==> config.mk <==
export PLATFORM = sky130hd
export DESIGN_NAME = mem_arbiter_flat
export DESIGN_NICKNAME = d
export VERILOG_FILES = /design/src/rtl/dcpu_mem_pkg.sv /design/src/rtl/mem_arbiter_if.sv /design/src/rtl/mem_arb_pick.sv /design/src/rtl/mem_arbiter.sv /design/src/flat_wrapper.sv
export SDC_FILE = /design/constraint.sdc
export NUM_CORES = 1
export LEC_CHECK = 0
export CORE_ASPECT_RATIO = 0.75
export CORE_MARGIN = 3
export CORE_UTILIZATION = 36
export DETAILED_ROUTE_END_ITERATION = 8
export GPL_TIMING_DRIVEN = 0
export HOLD_SLACK_MARGIN = 0.06
export PLACE_DENSITY = 0.81
export SYNTH_ARGS = -nofsm -noshare
export SYNTH_HDL_FRONTEND = slang
export SYNTH_SLANG_ARGS = --single-unit
==> constraint.sdc <==
create_clock -name clk -period 2.2 [get_ports clk]
set_input_delay 0.22 -clock clk [delete_from_list [all_inputs] [get_ports clk]]
set_output_delay 0.22 -clock clk [all_outputs]
set_load 0.005 [all_outputs]
==> src/rtl/dcpu_mem_pkg.sv <==
// rtl/dcpu_mem_pkg.sv - shared types and constants for the DCPU-16 memory arbiter
package dcpu_mem_pkg;

  localparam int AWIDTH_DEF = 15;
  localparam int DWIDTH_DEF = 16;

  typedef enum logic [1:0] {
    ARB_IDLE     = 2'd0,
    ARB_ISSUE    = 2'd1,
    ARB_COMPLETE = 2'd2
  } arb_state_e;

  // One-hot select for a requester index (bit 0 = cpu, bit 1 = dma)
  function automatic logic [1:0] port_mask(input logic idx);
    return idx ? 2'b10 : 2'b01;
  endfunction

endpackage

==> src/rtl/mem_arbiter_if.sv <==
// rtl/mem_arbiter_if.sv - one requester port of the memory arbiter (req/ack handshake)
interface mem_arbiter_if #(
  parameter int AWIDTH = dcpu_mem_pkg::AWIDTH_DEF,
  parameter int DWIDTH = dcpu_mem_pkg::DWIDTH_DEF
);
  logic              req;
  logic              we;
  logic [AWIDTH-1:0] addr;
  logic [DWIDTH-1:0] wdata;
  logic              ack;
  logic [DWIDTH-1:0] rdata;

  modport master (output req, we, addr, wdata, input ack, rdata);
  modport slave  (input req, we, addr, wdata, output ack, rdata);
endinterface

==> src/rtl/mem_arb_pick.sv <==
// rtl/mem_arb_pick.sv - winner selection; MEM_ARB_RR_EN selects round-robin, else fixed priority
module mem_arb_pick (
  input  logic [1:0] req,
  input  logic [1:0] mask,
  input  logic       last,
  output logic       gnt_valid,
  output logic       gnt_idx
);
  logic [1:0] eff_req;
  logic       unused_last;

  assign eff_req     = req & ~mask;
  assign unused_last = last;

  // Pick among unmasked requesters; only a tie depends on the policy
  always_comb begin
    gnt_valid = |eff_req;
    gnt_idx   = 1'b0;
`ifdef MEM_ARB_RR_EN
    if (eff_req == 2'b11) gnt_idx = ~last;
    else                  gnt_idx = eff_req[1];
`else
    gnt_idx = eff_req[1] & ~eff_req[0];
`endif
  end
endmodule

==> src/rtl/mem_arbiter.sv <==
// rtl/mem_arbiter.sv - two-port arbiter for the single-port word memory (MEM_ARB_RR_EN: round-robin ties)
module mem_arbiter
  import dcpu_mem_pkg::*;
#(
  parameter int AWIDTH = AWIDTH_DEF,
  parameter int DWIDTH = DWIDTH_DEF
) (
  input  logic              clk,
  input  logic              rst,
  mem_arbiter_if.slave      p0,
  mem_arbiter_if.slave      p1,
  output logic              mem_re,
  output logic              mem_we,
  output logic [AWIDTH-1:0] memaddr,
  output logic [DWIDTH-1:0] wmemdata,
  input  logic [DWIDTH-1:0] rmemdata
);
  arb_state_e        state_q, state_d;
  logic              owner_q, owner_d;
  logic              last_q, last_d;
  logic              op_we_q, op_we_d;
  logic              mem_re_q, mem_re_d;
  logic              mem_we_q, mem_we_d;
  logic [AWIDTH-1:0] memaddr_q, memaddr_d;
  logic [DWIDTH-1:0] wmemdata_q, wmemdata_d;
  logic [1:0]        ack_q, ack_d;

  logic [1:0]        pick_mask;
  logic              gnt_valid;
  logic              gnt_idx;
  logic              grant;
  logic              sel_we;
  logic [AWIDTH-1:0] sel_addr;
  logic [DWIDTH-1:0] sel_wdata;

  // The owner is masked while it is being acked so the other port gets the next slot
  assign pick_mask = (state_q == ARB_COMPLETE) ? port_mask(owner_q) : 2'b00;

  mem_arb_pick u_pick (
    .req       ({p1.req, p0.req}),
    .mask      (pick_mask),
    .last      (last_q),
    .gnt_valid (gnt_valid),
    .gnt_idx   (gnt_idx)
  );

  assign sel_we    = gnt_idx ? p1.we    : p0.we;
  assign sel_addr  = gnt_idx ? p1.addr  : p0.addr;
  assign sel_wdata = gnt_idx ? p1.wdata : p0.wdata;

  // Next-state and next-output computation for the IDLE/ISSUE/COMPLETE sequence
  always_comb begin
    state_d    = state_q;
    owner_d    = owner_q;
    last_d     = last_q;
    op_we_d    = op_we_q;
    mem_re_d   = 1'b0;
    mem_we_d   = 1'b0;
    memaddr_d  = memaddr_q;
    wmemdata_d = wmemdata_q;
    ack_d      = 2'b00;
    grant      = 1'b0;
    case (state_q)
      ARB_IDLE: begin
        grant = gnt_valid;
      end
      ARB_ISSUE: begin
        state_d = ARB_COMPLETE;
        ack_d   = port_mask(owner_q);
      end
      ARB_COMPLETE: begin
        grant = gnt_valid;
        if (!gnt_valid) state_d = ARB_IDLE;
      end
      default: begin
        state_d = ARB_IDLE;
      end
    endcase
    if (grant) begin
      state_d   = ARB_ISSUE;
      owner_d   = gnt_idx;
      last_d    = gnt_idx;
      op_we_d   = sel_we;
      mem_re_d  = ~sel_we;
      mem_we_d  = sel_we;
      memaddr_d = sel_addr;
      if (sel_we) wmemdata_d = sel_wdata;
    end
  end

  // State and registered outputs; reset drops any pending ack
  always_ff @(posedge clk) begin
    if (rst) begin
      state_q    <= ARB_IDLE;
      owner_q    <= 1'b0;
      last_q     <= 1'b1;
      op_we_q    <= 1'b0;
      mem_re_q   <= 1'b0;
      mem_we_q   <= 1'b0;
      memaddr_q  <= '0;
      wmemdata_q <= '0;
      ack_q      <= 2'b00;
    end else begin
      state_q    <= state_d;
      owner_q    <= owner_d;
      last_q     <= last_d;
      op_we_q    <= op_we_d;
      mem_re_q   <= mem_re_d;
      mem_we_q   <= mem_we_d;
      memaddr_q  <= memaddr_d;
      wmemdata_q <= wmemdata_d;
      ack_q      <= ack_d;
    end
  end

  assign mem_re   = mem_re_q;
  assign mem_we   = mem_we_q;
  assign memaddr  = memaddr_q;
  assign wmemdata = wmemdata_q;

  // Read data is only presented alongside the ack of a read owner
  assign p0.ack   = ack_q[0];
  assign p1.ack   = ack_q[1];
  assign p0.rdata = (ack_q[0] && !op_we_q) ? rmemdata : '0;
  assign p1.rdata = (ack_q[1] && !op_we_q) ? rmemdata : '0;
endmodule

==> src/flat_wrapper.sv <==
// flat-port wrapper written by rule: the top's interface ports become plain ports
module mem_arbiter_flat import dcpu_mem_pkg::*;
#(
  parameter int AWIDTH = AWIDTH_DEF,
  parameter int DWIDTH = DWIDTH_DEF
)
  (clk, rst, mem_re, mem_we, memaddr, wmemdata, rmemdata, p0_req, p0_we, p0_addr, p0_wdata, p0_ack, p0_rdata, p1_req, p1_we, p1_addr, p1_wdata, p1_ack, p1_rdata);
  mem_arbiter_if #(.AWIDTH(AWIDTH), .DWIDTH(DWIDTH)) p0_i ();
  mem_arbiter_if #(.AWIDTH(AWIDTH), .DWIDTH(DWIDTH)) p1_i ();
  input  logic clk;
  input  logic rst;
  output logic mem_re;
  output logic mem_we;
  output logic [AWIDTH-1:0] memaddr;
  output logic [DWIDTH-1:0] wmemdata;
  input  logic [DWIDTH-1:0] rmemdata;
  input wire logic [$bits(p0_i.req)-1:0] p0_req;
  input wire logic [$bits(p0_i.we)-1:0] p0_we;
  input wire logic [$bits(p0_i.addr)-1:0] p0_addr;
  input wire logic [$bits(p0_i.wdata)-1:0] p0_wdata;
  output wire logic [$bits(p0_i.ack)-1:0] p0_ack;
  output wire logic [$bits(p0_i.rdata)-1:0] p0_rdata;
  input wire logic [$bits(p1_i.req)-1:0] p1_req;
  input wire logic [$bits(p1_i.we)-1:0] p1_we;
  input wire logic [$bits(p1_i.addr)-1:0] p1_addr;
  input wire logic [$bits(p1_i.wdata)-1:0] p1_wdata;
  output wire logic [$bits(p1_i.ack)-1:0] p1_ack;
  output wire logic [$bits(p1_i.rdata)-1:0] p1_rdata;
  assign p0_i.req = p0_req;
  assign p0_i.we = p0_we;
  assign p0_i.addr = p0_addr;
  assign p0_i.wdata = p0_wdata;
  assign p0_ack = p0_i.ack;
  assign p0_rdata = p0_i.rdata;
  assign p1_i.req = p1_req;
  assign p1_i.we = p1_we;
  assign p1_i.addr = p1_addr;
  assign p1_i.wdata = p1_wdata;
  assign p1_ack = p1_i.ack;
  assign p1_rdata = p1_i.rdata;
  mem_arbiter #(.AWIDTH(AWIDTH), .DWIDTH(DWIDTH)) u_core (.clk(clk), .rst(rst), .p0(p0_i), .p1(p1_i), .mem_re(mem_re), .mem_we(mem_we), .memaddr(memaddr), .wmemdata(wmemdata), .rmemdata(rmemdata));
endmodule
==> impl_metrics.toml <==
[cts]
cts_tree = "yes"
numCtsBuffers = 5
clkLatencyLatePin_ps = 290
cts_root_buf = "clkbuf_8"
cts_buffer_depth = 2
cts_sinks = 39
htreeDepth = 2
clkTransAtPathRegs_ps = 80
post_cts_buffers = 0

[yosys]
netlist_instances = 239
syn_area_per_cell_um2 = 9.28
synth_edf_count = 0
synth_most_common_cell = "dfxtp_1"
synth_nets = 323
synth-async-reset-ratio = 0
ys_ff_latch = 39
yosysUniqueCellTypes = 22
synthFlopType = "dfxtp_1"
yosys_warnings = 0
yosysTopAreaCell = "dfxtp_1"
syn_area_mm2 = 0.00222
synthTopCellsByCount = "39 x dfxtp_1, 34 x nand2b_1, 33 x and2_1, 32 x mux2i_1, 20 x inv_1"
synth_top_area_share = 0.352
synthTopCellsByArea = "dfxtp_1 35%, mux2i_1 14%, nand2b_1 9.6%"
ys_seq_area_frac = 0.352

[route]
drt_wl_total_mm = 6.76
post_drt_wl_per_cell_um = 14.3
vias = 2282
ant_nets = 0
drcViolationCount = 0
routed_via_density = 4.81
first_pass_iters = 4
drt_iter0_drc = 83

[sta]
final-setup-viol-count = 0
slew_headroom = 0.578
clock.fmax_mhz = 486
hold_viol_final = 0
rsz0062_at_grt = "false"
skew_ps = 5.45
min_period_ps = 2060
min_period_over_period = 0.936
tightest_slew_ps = 633
drv_slew = 0
setup_slack_ps = 140

[critical_path]
crit_path_top_delay_cell = "clkdlybuf4s50_1"
crit_required_ps = 1980
start_kind = "flip-flop"
path_cells = "nor2b_2 -> clkbuf_2 -> and2_1 -> clkdlybuf4s50_1"
cp_max_fo = 10
arrival_ps = 1840
crit_buf_inv = 2
crit_family = "buffers and inverters"
max_stage_delay_ps = 510
endpoint_kind = "output port"
path_class = "flip-flop to output port"

[pwr]
ir_drop_mv = 0.348
power_leakage_uw = 0.00149
p_per_area_mw_per_mm2 = 518
p_total_uw = 2030

[global_route]
grt_pass1_vias = 2168
grtUsageTotal = 0.182
antenna_found_initial = 0
grt_max_degree = 14
grt_pass1_wl_mm = 10.6
overflow = 0

[place]
portBuffers = 149
gp_congestion = 0.765
post-place-ws_ps = -78.7
dpl.hpwl_mm = 5.44
dpl_cell_area_mm2 = 0.00381

[floorplan]
die_x_um = 96.6
start_util = 0.377
core_area_mm2 = 0.00589
rows = 24
dieHeight_um = 74.0
num_io_pins = 151
die_area_mm2 = 0.00715

[layout]
fill_cells = 515
num_antenna_cells = 0
drive_gt1_frac = 0.0833
layout.nets = 479
final_cell_area_mm2 = 0.00393
syn2layout_area_growth_pct = 77.0

[run]
maxCapViolCount = 0

[worst_hold_path]
hold_class = "input port to flip-flop"

[outcome]
status = "completed"
layout make-up:
| cell class | count | area (um2) | area share |
|---|---|---|---|
| sequential | 39 | 781 | 0.199 |
| multi-input combinational | 163 | 1270 | 0.323 |
| clock buffer | 5 | 68.8 | 0.0175 |
| buffer | 17 | 101 | 0.0258 |
| inverter | 20 | 75.1 | 0.0191 |
| tap | 78 | 97.6 | 0.0248 |
| timing repair buffer | 149 | 1490 | 0.380 |
| clock inverter | 3 | 43.8 | 0.0112 |
path summary, 6_finish.rpt:
path	start	end	slack, ps	depth (start not counted)
max	u_core.op_we_q	p0_rdata[11]	140	4
min	rst	u_core.state_q[0]	350	2
max reg2reg	u_core.state_q[1]	u_core.wmemdata[8]	300	5
min reg2reg	u_core.wmemdata[12]	u_core.wmemdata[12]	460	2
per-layer routing:
metal  GRT usage  routed length, um  share of wire  up-vias
li1            -                  -              -     1128
met1       0.242               3020           0.45     1060
met2       0.294               3230           0.48       88
met3      0.0581                481          0.071        6
met4      0.0421                 33         0.0049        0
met5           0                  0              0        -
cell families after synthesis:
group,after synthesis,share of synthesized area
AOI/OAI and AO/OA,38,0.179
buffers and inverters,37,0.0784
DFF,39,0.352
muxes,32,0.144
and+or+nand+nor,93,0.246
per-stage QoR:
| step | cells | util | TNS [ps] | hold WS [ps] |
|---|---|---|---|---|
| after floorplan | 239 | - | 0 | 454 |
| after global placement | 466 | 0.647 | -323 | 448 |
| after detailed placement | 466 | 0.647 | -763 | 456 |
| after CTS | 474 | 0.667 | 0 | 335 |
| after global routing | 474 | 0.667 | 0 | 390 |
| final | 474 | 0.667 | 0 | 353 |
sequential cells by signal, summed over array words and instances, names as in the netlist:
name	cells
u_core.ack_q	2
u_core.mem_re	1
u_core.mem_we	1
u_core.memaddr	15
u_core.op_we_q	1
u_core.owner_q	1
u_core.state_q	2
u_core.wmemdata	16
power breakdown:
part / internal, uW / switching (uW)
combinational: 382 / 234
sequential: 776 / 39.1
clock: 338 / 264
total: 1500 / 538
worst reg2reg max path: stages (launching register included):
cell,delay (ps)
dfxtp_1,440
nand2b_1,200
a311oi_1,480
o21ai_2,220
buf_6,220
a221oi_2,260
placed cells by master (no fill, tap or decap), drive strengths merged:
cell             n
clkdlybuf4s50  149
dfxtp           39
nand2b          34
and2            33
mux2i           32
inv             20
nor2            18
a221oi          17
a211oi          16
clkbuf          14
buf              8
nor2b            4
nor3b            2
clkinv           2
and3b            1
a2111oi          1
nor4bb           1
a311oi           1
a21bo            1
o21ai            1
a21oi            1
bufinv           1
timing repair:
action,4_1_cts,5_1_grt
gates cloned,0,0
endpoints found under the hold margin,0,0
setup endpoints to repair,20,10
gates resized for setup,3,2
hold buffers,0,0
Power figures use the tool's default switching activity.
